--- config.mk ---
export PLATFORM = sky130hd
export DESIGN_NAME = i2c_codec_config_sequencer
export DESIGN_NICKNAME = d
export VERILOG_FILES = /design/src/rtl/i2c_codec_config_sequencer.sv
export SDC_FILE = /design/constraint.sdc
export NUM_CORES = 1
export LEC_CHECK = 0
export CORE_MARGIN = 4
export CORE_UTILIZATION = 55
export CTS_CLUSTER_DIAMETER = 50
export DETAILED_ROUTE_END_ITERATION = 10
export DONT_BUFFER_PORTS = 1
export PLACE_DENSITY_LB_ADDON = 0.2
export SETUP_SLACK_MARGIN = 0.02
export SLEW_MARGIN = 0
export SYNTH_ARGS = -nofsm -noshare
export SYNTH_HDL_FRONTEND = slang
export SYNTH_SLANG_ARGS = --single-unit
--- constraint.sdc ---
create_clock -name i_CLK -period 2.65 [get_ports i_CLK]
set_input_delay 0.53 -clock i_CLK [delete_from_list [all_inputs] [get_ports i_CLK]]
set_output_delay 0.53 -clock i_CLK [all_outputs]
set_load 0.02 [all_outputs]
--- src/rtl/i2c_codec_config_sequencer.sv ---
// i2c_codec_config_sequencer
// Walks an external table of NUM_ENTRIES register words. For each word it
// issues one I2C write: START, {DEV_ADDR, W}, DATA_W/8 data bytes (MSB byte
// first), STOP, then a short bus-idle gap. SCL is generated locally. Every
// ACK is checked. A NACKed entry is aborted and retried up to MAX_RETRY times
// before the sequence stops with an error.
//
// Ports:
//   i_CLK        system clock
//   i_NRESET     synchronous active-low reset; also aborts a transfer
//   i_START      one-cycle pulse; starts a sequence when idle
//   o_TableAddr  table read address (registered)
//   i_TableData  table word; combinational or one cycle after o_TableAddr
//   o_SCL        SCL level, 1 = released
//   o_SDA_OE     1 = pull SDA low
//   i_SDA        SDA pad level, used for ACK sampling
//   o_BUSY       sequence in progress
//   o_DONE       sticky: sequence finished (success or error)
//   o_ERROR      sticky: an entry ran out of retries
//   o_FailIndex  index of the failing entry, valid with o_ERROR
module i2c_codec_config_sequencer #(
   parameter int         CLK_DIV     = 125,
   parameter logic [6:0] DEV_ADDR    = 7'b0011010,
   parameter int         NUM_ENTRIES = 10,
   parameter int         ADDR_W      = 5,
   parameter int         DATA_W      = 16,
   parameter int         MAX_RETRY   = 3
) (
   input  logic              i_CLK,
   input  logic              i_NRESET,
   input  logic              i_START,
   output logic [ADDR_W-1:0] o_TableAddr,
   input  logic [DATA_W-1:0] i_TableData,
   output logic              o_SCL,
   output logic              o_SDA_OE,
   input  logic              i_SDA,
   output logic              o_BUSY,
   output logic              o_DONE,
   output logic              o_ERROR,
   output logic [ADDR_W-1:0] o_FailIndex
);

   localparam int NB     = DATA_W / 8;
   localparam int DIV_W  = (CLK_DIV > 1) ? $clog2(CLK_DIV) : 1;
   localparam int BYTE_W = (NB > 1) ? $clog2(NB) : 1;
   localparam int RTY_W  = (MAX_RETRY > 0) ? $clog2(MAX_RETRY + 1) : 1;

   localparam logic [DIV_W-1:0]  DIV_LAST    = DIV_W'(CLK_DIV - 1);
   localparam logic [ADDR_W-1:0] LAST_ENTRY  = ADDR_W'(NUM_ENTRIES - 1);
   localparam logic [BYTE_W-1:0] LAST_BYTE   = BYTE_W'(NB - 1);
   localparam logic [RTY_W-1:0]  RETRY_LIMIT = RTY_W'(MAX_RETRY);
   localparam logic [7:0]        ADDR_BYTE   = {DEV_ADDR, 1'b0};
   localparam logic [3:0]        ACK_BIT     = 4'd8;

   typedef enum logic [2:0] {
      S_IDLE,
      S_START,
      S_ADDR,
      S_DATA,
      S_STOP,
      S_GAP,
      S_ERROR
   } state_t;

   state_t              state;
   logic [DIV_W-1:0]    div_cnt;
   logic [1:0]          quarter;
   logic [3:0]          bit_cnt;     // 0..7 data bits, 8 = ACK bit
   logic [BYTE_W-1:0]   byte_cnt;
   logic [RTY_W-1:0]    retry_cnt;
   logic                nacked;      // current attempt saw a NACK
   logic [DATA_W-1:0]   word;
   logic [ADDR_W-1:0]   table_addr;
   logic [ADDR_W-1:0]   fail_index;
   logic                scl;
   logic                sda_oe;
   logic                busy;
   logic                done;
   logic                error;

   logic                tick;
   logic [DATA_W-1:0]   word_sh;
   logic [7:0]          tx_byte;
   logic                tx_bit;
   logic                scl_next;
   logic                oe_next;

   assign tick = (state != S_IDLE) && (div_cnt == DIV_LAST);

   // Bus levels for the current (state, quarter, bit). They are registered
   // below, so the pins follow the state by one clock; every quarter is
   // delayed equally, so SCL high/low times are exact.
   always_comb begin
      word_sh  = word << {byte_cnt, 3'b000};
      tx_byte  = (state == S_ADDR) ? ADDR_BYTE : word_sh[DATA_W-1 -: 8];
      tx_bit   = tx_byte[~bit_cnt[2:0]];
      scl_next = 1'b1;
      oe_next  = 1'b0;
      case (state)
         S_START: begin
            scl_next = (quarter != 2'd3);
            oe_next  = quarter[1];
         end
         S_ADDR, S_DATA: begin
            scl_next = (quarter == 2'd1) || (quarter == 2'd2);
            oe_next  = (bit_cnt == ACK_BIT) ? 1'b0 : ~tx_bit;
         end
         S_STOP: begin
            scl_next = (quarter != 2'd0);
            oe_next  = (quarter < 2'd2);
         end
         default: begin
            scl_next = 1'b1;
            oe_next  = 1'b0;
         end
      endcase
   end

   always_ff @(posedge i_CLK) begin
      if (!i_NRESET) begin
         state      <= S_IDLE;
         div_cnt    <= '0;
         quarter    <= '0;
         bit_cnt    <= '0;
         byte_cnt   <= '0;
         retry_cnt  <= '0;
         nacked     <= 1'b0;
         table_addr <= '0;
         fail_index <= '0;
         scl        <= 1'b1;
         sda_oe     <= 1'b0;
         busy       <= 1'b0;
         done       <= 1'b0;
         error      <= 1'b0;
      end else begin
         scl    <= scl_next;
         sda_oe <= oe_next;

         if (state == S_IDLE || tick)
            div_cnt <= '0;
         else
            div_cnt <= div_cnt + 1'b1;

         case (state)
            S_IDLE: begin
               if (i_START) begin
                  done       <= 1'b0;
                  error      <= 1'b0;
                  busy       <= 1'b1;
                  table_addr <= '0;
                  retry_cnt  <= '0;
                  nacked     <= 1'b0;
                  quarter    <= '0;
                  state      <= S_START;
               end
            end

            S_START: begin
               if (tick) begin
                  quarter <= quarter + 1'b1;
                  // Address has been stable for two quarters by now, so a
                  // registered table ROM has had time to respond.
                  if (quarter == 2'd1)
                     word <= i_TableData;
                  if (quarter == 2'd3) begin
                     bit_cnt  <= '0;
                     byte_cnt <= '0;
                     state    <= S_ADDR;
                  end
               end
            end

            S_ADDR, S_DATA: begin
               if (tick) begin
                  quarter <= quarter + 1'b1;
                  if (quarter == 2'd1 && bit_cnt == ACK_BIT && i_SDA)
                     nacked <= 1'b1;
                  if (quarter == 2'd3) begin
                     if (bit_cnt != ACK_BIT) begin
                        bit_cnt <= bit_cnt + 1'b1;
                     end else begin
                        bit_cnt <= '0;
                        // A NACK ends the entry after its ACK bit completes.
                        if (nacked) begin
                           state <= S_STOP;
                        end else if (state == S_ADDR) begin
                           byte_cnt <= '0;
                           state    <= S_DATA;
                        end else if (byte_cnt == LAST_BYTE) begin
                           state <= S_STOP;
                        end else begin
                           byte_cnt <= byte_cnt + 1'b1;
                        end
                     end
                  end
               end
            end

            S_STOP: begin
               if (tick) begin
                  quarter <= quarter + 1'b1;
                  if (quarter == 2'd3)
                     state <= S_GAP;
               end
            end

            S_GAP: begin
               if (tick) begin
                  quarter <= quarter + 1'b1;
                  if (quarter == 2'd3) begin
                     if (!nacked) begin
                        if (table_addr == LAST_ENTRY) begin
                           busy  <= 1'b0;
                           done  <= 1'b1;
                           state <= S_IDLE;
                        end else begin
                           table_addr <= table_addr + 1'b1;
                           retry_cnt  <= '0;
                           state      <= S_START;
                        end
                     end else if (retry_cnt < RETRY_LIMIT) begin
                        retry_cnt <= retry_cnt + 1'b1;
                        nacked    <= 1'b0;
                        state     <= S_START;
                     end else begin
                        state <= S_ERROR;
                     end
                  end
               end
            end

            S_ERROR: begin
               error      <= 1'b1;
               done       <= 1'b1;
               busy       <= 1'b0;
               fail_index <= table_addr;
               state      <= S_IDLE;
            end

            default: state <= S_IDLE;
         endcase
      end
   end

   assign o_TableAddr = table_addr;
   assign o_FailIndex = fail_index;
   assign o_SCL       = scl;
   assign o_SDA_OE    = sda_oe;
   assign o_BUSY      = busy;
   assign o_DONE      = done;
   assign o_ERROR     = error;

endmodule

==> results_dict.tcl <==
set metrics [dict create \
    status "finished, final reports clean" \
    cp_slowest_stage_delay_ps 910 \
    cts_sinks 51 \
    rsz0062_at_grt "no" \
    synth_compound_area_frac 0.175 \
    post_synth_and_or_nand_nor_area_fraction 0.212 \
    grt_first_pass_wirelength_mm 9.16 \
    final.period_utilization 0.841 \
    commonest_cells_after_routing_fill_and_taps_aside "sky130_fd_sc_hd__dfxtp_1, sky130_fd_sc_hd__nand2_1, sky130_fd_sc_hd__a21oi_1" \
    dr_total_vias 2097 \
    number_of_synthesized_register_bits 51 \
    layout_min_cycle_time_ps 2230 \
    clkPwrFrac 0.249 \
    worst_pin_slew_ps 887 \
    criticalPathCategory "reg -> reg" \
    tritoncts_clock_tree "yes" \
    drc_violation_count_after_routing 0 \
    synth_cell_type_count 58 \
    gp_congestion 0.859 \
    antenna_found_initial 0 \
    finalNetCount 305 \
    switching_share 0.343 \
    worstHoldPathType "in -> reg" \
    worst_path_dominant_cell_family "flip-flops" \
    clkSlewWorstSetupHoldPaths_ps 100 \
    cts.repair.resized 0 \
    synth_mux_area_frac 0.0514 \
    finalMaxSlewViolations 0 \
    max_cap_viol_count 0 \
    core_area_um2 4720 \
    proportion_of_power_drawn_by_flip_flops_and_latches 0.510 \
    cp_slowest_cell "sky130_fd_sc_hd__dfxtp_1" \
    number_of_global_route_vias_before_repair 1921 \
    power_per_cell_area_nw_per_um2 675 \
    syn_inst 281 \
    synthAdderAreaFrac 0.0468 \
    max_freq_ghz 0.449 \
    io_pins 35 \
    grt_start_max_net_pins 28 \
    portBuffers 0 \
    row_count 25 \
    drive_gt1_frac 0.0942 \
    comb_power_share 0.241 \
    synth-edff-count 16 \
    post-cts-setup-buffer-count 0 \
    synth.yosys.warnings 0 \
    main_combinational_cell_family_by_area_after_synthesis "simple AND/OR/NAND/NOR gates" \
    syn-num-nets 311 \
    numCtsBuffers 5 \
    holdWs_ps 304 \
    required_ps 2860 \
    post_synth.cell_area_avg_um2 9.52 \
    synthDominantCellAreaShare 0.262 \
    drt_iter0_drc 256 \
    detailed_place_hpwl_mm 3.79 \
    timing.setup.tns_ps 0 \
    synthToLayoutAreaGrowth_pct 4.39 \
    power.net_switching_mw 0.648 \
    track_usage 0.190 \
    reg2reg_slack_ps 420 \
    initial_core_util 0.567 \
    mostFrequentLayoutCell "sky130_fd_sc_hd__dfxtp_1" \
    crit_path_cell_trace "nand2_1 -> nor2_1 -> o32ai_1 -> a31o_2" \
    wl_per_cell_um 15.8 \
    seq_area_frac_synth 0.441 \
    finish.utilization 0.592 \
    power_leakage_nw 0.896 \
    vdd.ir_drop.worst_v 0.000369 \
    cp-end-kind "flop" \
    synth_xor_xnor_area_share 0.0164 \
    worst-endpoint-arrival_ps 2440 \
    final.setup_skew_ps 9.05 \
    share_of_synthesized_registers_carrying_an_async_set_or_reset 0 \
    area_enclosed_by_the_die_boundary_um2 6050 \
    mappedNetlistArea_um2 2680 \
    cts_max_path_buffers 2 \
    critical_path.max_fanout 27 \
    die_w_um 77.8 \
    intPower_mw 1.24 \
    synth_largest_area_cell "sky130_fd_sc_hd__dfxtp_1" \
    cts_htree_levels 2 \
    total_congestion_overflow 0 \
    timing.final.ws_setup_ps 422 \
    num_antenna_cells 0 \
    worst_slew_margin_rel 0.408 \
    path_buf_inv 0 \
    wirelength_mm 5.41 \
    clock_tree.root_cell "sky130_fd_sc_hd__clkbuf_8" \
    ctsHoldBuffers 0 \
    dr.pass1.iters 4 \
    die_h_um 77.8 \
    main_synth_ff_type "sky130_fd_sc_hd__dfxtp_1" \
    crit_path_start_kind "flop" \
    synthTopCellsByArea "sky130_fd_sc_hd__dfxtp_1, sky130_fd_sc_hd__edfxtp_1, sky130_fd_sc_hd__ha_1" \
    final_number_of_hold_violating_endpoints 0 \
    clock_latency_ps 310 \
    drt.antenna.violating_nets 0 \
    timing.final.setup_violations 0 \
    number_of_vias_per_cell_after_detailed_routing 6.11 \
    detailedPlace.worstSlack_ps 496 \
]
## power by group through the flow
stage / clock network [mW] / registers (mW) / logic (mW)
2_1_floorplan: 0 / 0.896 / 0.467
3_3_place_gp: 0 / 0.975 / 0.450
6_report: 0.469 / 0.962 / 0.456
3_5_place_dp: 0 / 0.978 / 0.452
4_1_cts: 0.486 / 0.959 / 0.453
5_1_grt: 0.515 / 0.972 / 0.510
## worst paths after layout
kind                               from                    end  cells after the start
setup / recovery  state[1]$_SDFFE_PN0P_    o_BUSY$_SDFFE_PN0P_                      4
hold / removal           i_TableData[3]      word[3]$_DFFE_PP_                      0
setup reg to reg  state[1]$_SDFFE_PN0P_    o_BUSY$_SDFFE_PN0P_                      4
hold reg to reg   div_cnt[0]$_SDFF_PP0_  div_cnt[0]$_SDFF_PP0_                      1
## synthesized netlist by cell type (all sizes together), types with 4 or more instances
master and instances:
edfxtp 16, nand3 14, o211ai 4, buf 10, o21ai 16, nor3 5
clkbuf 7, o31ai 6, dfxtp 35, nand3b 4, a21oi 22, ha 10
or4 7, inv 15, nand2 22, nand4 6, mux2i 7, nor2 21
## final cells by class
type	instances	area, um2
Timing Repair Buffer	4	30.0
Inverter	16	60.1
Clock buffer	5	68.8
Multi-Input combinational cell	197	1340
Fill cell	409	1930
Tap cell	67	83.8
Clock inverter	3	26.3
Sequential cell	51	1180
## per-stage QoR
stage,power (mW),instance area (um2),std cells
floorplan,1.36,2680,281
global placement,1.42,2700,335
detailed placement,1.43,2700,335
CTS,1.90,2790,343
global route,2.00,2790,343
finish,1.89,2790,343
## layer usage
layer,global-route usage,share of wire
met5,0,0
met4,0.0890,0.017
met3,0.0487,0.065
met2,0.272,0.44
met1,0.267,0.48
## state kept, by name, summed over array words and instances (netlist names)
signal,cells
bit_cnt,4
o_DONE,1
o_TableAddr,5
o_SDA_OE,1
div_cnt,7
byte_cnt,1
nacked,1
o_SCL,1
o_ERROR,1
o_BUSY,1
state,3
retry_cnt,2
o_FailIndex,5
word,16
quarter,2
## kinds of logic after synthesis
kind of cell / after synthesis
flip-flops: 51
multiplexers: 11
adder cells (fa/ha/maj): 10
XOR/XNOR: 5
buffers and inverters: 33
AO/OA/AOI/OAI: 70
AND/OR/NAND/NOR: 101
(Power assumes the default switching activity.)
